<file path="config.mk">
export PLATFORM = sky130hd
export DESIGN_NAME = fir_coeff_loader
export DESIGN_NICKNAME = d
export VERILOG_FILES = /design/src/rtl/fir_coeff_loader.sv
export SDC_FILE = /design/constraint.sdc
export NUM_CORES = 1
export LEC_CHECK = 0
export CORE_ASPECT_RATIO = 0.6
export CORE_UTILIZATION = 31
export CTS_CLUSTER_DIAMETER = 60
export DETAILED_ROUTE_END_ITERATION = 10
export SLEW_MARGIN = 20
export SYNTH_ARGS = -nofsm -noshare
export SYNTH_HDL_FRONTEND = slang
export SYNTH_SLANG_ARGS = --single-unit
</file>
<file path="constraint.sdc">
create_clock -name iClk12M -period 6.1 [get_ports iClk12M]
set_clock_uncertainty 0.2 [all_clocks]
set_input_delay 1.22 -clock iClk12M [delete_from_list [all_inputs] [get_ports iClk12M]]
set_output_delay 1.22 -clock iClk12M [all_outputs]
set_load 0.005 [all_outputs]
</file>
<file path="src/rtl/fir_coeff_loader.sv">
// rtl/fir_coeff_loader.sv - FIR coefficient loader: handshake in, banked RAM writes out, update flag on 600 kHz boundaries
// Optional running coefficient checksum on oChecksum when COEFF_CHECKSUM_EN is defined.
module fir_coeff_loader #(
  parameter int NUM_TAPS      = 40,
  parameter int TAPS_PER_BANK = 10,
  parameter int BANK_STRIDE   = 16,
  parameter int DW            = 16,
  parameter int AW            = 6
) (
  input  logic          iClk12M,
  input  logic          iRst,
  input  logic          iEnSample600k,
  input  logic          iLoadReq,
  input  logic          iAbort,
  input  logic          iCoeffValid,
  input  logic [DW-1:0] iCoeffData,
  output logic          oCoeffReady,
  output logic          oCoeffUpdateFlag,
  output logic          oCsnRam,
  output logic          oWrnRam,
  output logic [AW-1:0] oAddrRam,
  output logic [DW-1:0] oWrDtRam,
  output logic          oBusy,
  output logic          oDone,
  output logic          oAborted
`ifdef COEFF_CHECKSUM_EN
  ,
  output logic [DW-1:0] oChecksum
`endif
);

  typedef enum logic [2:0] {IDLE, WAIT_SYNC, ACCEPT, WRITE, GAP, RELEASE} state_t;

  localparam int            NUM_BANKS   = NUM_TAPS / TAPS_PER_BANK;
  localparam logic [AW-1:0] LAST_OFFSET = AW'(TAPS_PER_BANK - 1);
  localparam logic [AW-1:0] LAST_BANK   = AW'(NUM_BANKS - 1);
  localparam logic [AW-1:0] STRIDE      = AW'(BANK_STRIDE);

  state_t        state;
  logic [AW-1:0] bank;
  logic [AW-1:0] offset;

  always_ff @(posedge iClk12M) begin
    if (iRst) begin
      state            <= IDLE;
      bank             <= '0;
      offset           <= '0;
      oCoeffReady      <= 1'b0;
      oCoeffUpdateFlag <= 1'b0;
      oCsnRam          <= 1'b1;
      oWrnRam          <= 1'b1;
      oAddrRam         <= '0;
      oWrDtRam         <= '0;
      oBusy            <= 1'b0;
      oDone            <= 1'b0;
      oAborted         <= 1'b0;
`ifdef COEFF_CHECKSUM_EN
      oChecksum        <= '0;
`endif
    end else begin
      oDone    <= 1'b0;
      oAborted <= 1'b0;
`ifdef COEFF_CHECKSUM_EN
      // The write in WRITE always lands, even if an abort arrives in the same cycle.
      if (state == WRITE)
        oChecksum <= oChecksum + oWrDtRam;
      else if (state == IDLE && iLoadReq && !iAbort)
        oChecksum <= '0;
`endif
      if (iAbort && state != IDLE) begin
        state            <= IDLE;
        oCoeffReady      <= 1'b0;
        oCoeffUpdateFlag <= 1'b0;
        oCsnRam          <= 1'b1;
        oWrnRam          <= 1'b1;
        oBusy            <= 1'b0;
        oAborted         <= 1'b1;
      end else begin
        case (state)
          IDLE: begin
            if (iLoadReq && !iAbort) begin
              state  <= WAIT_SYNC;
              bank   <= '0;
              offset <= '0;
              oBusy  <= 1'b1;
            end
          end
          WAIT_SYNC: begin
            if (iEnSample600k) begin
              state            <= ACCEPT;
              oCoeffUpdateFlag <= 1'b1;
              oCoeffReady      <= 1'b1;
            end
          end
          ACCEPT: begin
            if (iCoeffValid && oCoeffReady) begin
              state       <= WRITE;
              oCoeffReady <= 1'b0;
              oCsnRam     <= 1'b0;
              oWrnRam     <= 1'b0;
              oAddrRam    <= bank * STRIDE + offset;
              oWrDtRam    <= iCoeffData;
            end
          end
          WRITE: begin
            state   <= GAP;
            oCsnRam <= 1'b1;
            oWrnRam <= 1'b1;
          end
          GAP: begin
            if (offset == LAST_OFFSET) begin
              offset <= '0;
              bank   <= bank + 1'b1;
              if (bank == LAST_BANK) begin
                state <= RELEASE;
              end else begin
                state       <= ACCEPT;
                oCoeffReady <= 1'b1;
              end
            end else begin
              offset      <= offset + 1'b1;
              state       <= ACCEPT;
              oCoeffReady <= 1'b1;
            end
          end
          RELEASE: begin
            if (iEnSample600k) begin
              state            <= IDLE;
              oCoeffUpdateFlag <= 1'b0;
              oBusy            <= 1'b0;
              oDone            <= 1'b1;
            end
          end
          default: state <= IDLE;
        endcase
      end
    end
  end

endmodule

</file>
==> metrics.cfg <==
[status]
status = completed

[min_path]
whs_path_depth = 2
holdCritPathClass = register to register

[clock_network]
clock_latency_ns = 0.30
worst_setup_hold_path_clk_slew_ns = 0.08
tritoncts = built
post_cts_buffers = 0
tritoncts.num_buffers = 5
ctsLongestPathBuffers = 2
cts-htree-levels = 2
root_driver = clkbuf_8
tritoncts_num_sinks = 43
cts_resized = 0
holdBufCountCts = 0

[logic_synthesis]
synth_ff_type = dfxtp_1
synthesized_netlist_net_count = 259
synth.lib_cells_used.distinct = 41
asyncSetResetFlopFracSynth = 0
biggest_area_consumer_among_synthesized_cells = dfxtp_1
synth.cell_area_um2 = 1920
yosys_top_cell_area_share = 0.449
syn-instance-count = 233
yosysSeqAreaShare = 0.449
synth.avg_cell_area_um2 = 8.22
yosysWarningCount = 0
postSynthRegisterBits = 43
yosysMostFrequentCell = nand2_1
netlist_top_cells_area = dfxtp_1 45%, nand2_1 10%, a21oi_1 9.1%
synth_top_cells_by_count = 51 x nand2_1, 43 x dfxtp_1, 35 x a21oi_1, 11 x nor2_1, 10 x o21ai_0
synth_enable_flop_cells = 0

[power_and_ir_drop]
ir_worst_vdd_mv = 0.0995
power_frac_seq = 0.539
power-per-cell-area_nw_per_um2 = 209
combinationalPowerShare = 0.088
power.leakage_nw = 0.848
cellInternalPower_uw = 413
clkPwrFrac = 0.373
switching_share = 0.228
power.net_switching_uw = 122

[timing]
timing.setup.tns_ns = 0
timing.max_slew.rel_slack = 0.459
fmax_mhz = 306
post_layout_min_period_ns = 3.27
timing.final.max_slew_violations = 0
unrepaired_setup_endpoints_after_global_routing = false
layout_worst_path_cycle_share = 0.536
tightestPinTransition_ns = 0.812
timing.final.setup_violations = 0
timing_hold_violations_final = 0
holdWs_ns = 0.255

[worst_setup_path]
cp.required_ns = 6.13
setup.worst_path.end_class = register
setup.worst_path.class = input pin to register
r2r.worst_path.cells = 5
path_delay_family = buffers and inverters
setup.worst_path.start_class = input pin
critical-path-max-stage-delay_ns = 0.76
crit_buf_inv = 2
worst_ep_arrival_time_ns = 3.29
logic_depth_of_the_worst_setup_path_including_buffers = 5
path_cells = clkdlybuf4s50_1, buf_4, a21oi_1, or3b_1, o21ai_0
worstPathMaxFanout = 18
critPathSlowestCell = clkdlybuf4s50_1

[drt]
final_antenna_net_count = 0
detailedRoute.firstIterationViolations = 76
drtPass1Iterations = 4
remaining_drc_errors = 0
drt-wirelength-per-cell_um = 12.2
drt-vias-per-instance = 4.75
num_vias = 1704
finalWirelength_um = 4360

[finish]
antenna_cells_inserted = 0
layout-drive-gt1-share = 0.0538
final_cells = 359
finalNetCount = 304
area_delta_synth_final_pct = 34.0

[die]
coreArea_um2 = 5750
die_extent_in_y_um = 62.9
die_w_um = 103
floorplan.io_pins = 51
die_area_um2 = 6510
placementRows = 21
start_util = 0.333

[global_route]
antenna_violations_before_repair = 0
grt_start_max_net_pins = 23
grt_pass1_wl_um = 7250
grt_usage = 0.145
grt-ovfl-total = 0
grt_pass1_vias = 1486

[place]
port_buffers = 50
placed_cells_incl_taps = 351
place.gp.congestion = 0.747
place.detailed.hpwl_um = 3090

[job]
drv.max_cap_violation_count = 0

path summary, 6_finish.rpt:
check,startpoint,endpoint,slack [ns]
setup / recovery,iRst,state[2],2.83
hold / removal,oWrDtRam[12],oWrDtRam[12],0.25
hold reg to reg,oWrDtRam[12],oWrDtRam[12],0.25
setup reg to reg,offset[0],bank[1],3.75
stage by stage:
step / instance area, um^2 / power, mW / setup WS, ns / utilization
4_1_cts: 2570 / 0.544 / 2.85 / 0.446
6_report: 2570 / 0.536 / 2.83 / 0.446
3_3_place_gp: 2460 / 0.342 / 2.58 / 0.428
3_5_place_dp: 2460 / 0.342 / 2.54 / 0.428
2_1_floorplan: 1920 / 0.320 / 3.31 / -
5_1_grt: 2570 / 0.561 / 2.71 / 0.446
sequential cells by signal, summed over array words and instances, names as in the netlist:
signal            flops
oAddrRam              6
oWrnRam               1
oCoeffUpdateFlag      1
bank                  6
offset                6
oWrDtRam             16
state                 3
oCoeffReady           1
oBusy                 1
oDone                 1
oAborted              1
worst reg2reg max path: stages, from the launching register on:
cell      delay, ns
dfxtp_1        0.42
ha_1           0.17
nor4b_1        0.41
a21boi_1       0.36
or4b_1         0.58
a21oi_1        0.15
cell type report:
| class | instances | area [um^2] |
|---|---|---|
| inverter | 3 | 11.3 |
| fill | 563 | 3190 |
| sequential | 43 | 861 |
| clock buffer | 7 | 96.3 |
| timing repair buffer | 52 | 515 |
| clock inverter | 1 | 7.51 |
| multi-input combinational | 173 | 976 |
| tap | 80 | 100 |
cells in the final DEF, fill, tap and decap left out, types with 2 or more instances in the layout:
| master | count |
|---|---|
| a21oi_1 | 35 |
| nand2_1 | 51 |
| xnor2_1 | 7 |
| or3b_2 | 3 |
| ha_1 | 4 |
| o31ai_1 | 3 |
| or4_1 | 4 |
| nor2_1 | 11 |
| nor3_1 | 5 |
| clkdlybuf4s50_1 | 50 |
| nor4_1 | 2 |
| and3b_1 | 2 |
| nand3_1 | 6 |
| nand2b_1 | 3 |
| or4b_1 | 2 |
| nand4b_1 | 2 |
| inv_1 | 3 |
| nor4b_1 | 2 |
| o21ai_0 | 10 |
| nor2b_1 | 3 |
| nand3b_1 | 2 |
| dfxtp_1 | 43 |
| buf_4 | 2 |
| clkbuf_8 | 7 |
metal layers:
| metal | up-vias | global-route usage | part of all wire |
|---|---|---|---|
| li1 | 899 | - | - |
| met1 | 739 | 0.214 | 0.54 |
| met2 | 59 | 0.185 | 0.37 |
| met3 | 7 | 0.0492 | 0.073 |
| met4 | 0 | 0.0634 | 0.016 |
| met5 | - | 0 | 0 |
cells by family (layout without fill, tap and decap cells):
group | after synthesis | count (layout) | share of synthesized area
AOI/OAI and AO/OA | 55 | 55 | 0.159
xor gates and xnor gates | 7 | 7 | 0.0320
adders and majority gates | 4 | 4 | 0.0261
buffers and inverters | 17 | 63 | 0.0411
DFF | 43 | 43 | 0.449
muxes | 1 | 1 | 0.00523
and+or+nand+nor | 106 | 106 | 0.287
power groups by stage:
| stage | clock, mW | combinational (mW) | sequential, mW |
|---|---|---|---|
| floorplan | 0 | 0.0271 | 0.293 |
| finish | 0.200 | 0.0472 | 0.289 |
| global route | 0.220 | 0.0520 | 0.289 |
| CTS | 0.208 | 0.0474 | 0.289 |
| detailed placement | 0 | 0.0470 | 0.295 |
| global placement | 0 | 0.0470 | 0.295 |
(Power assumes the default switching activity.)
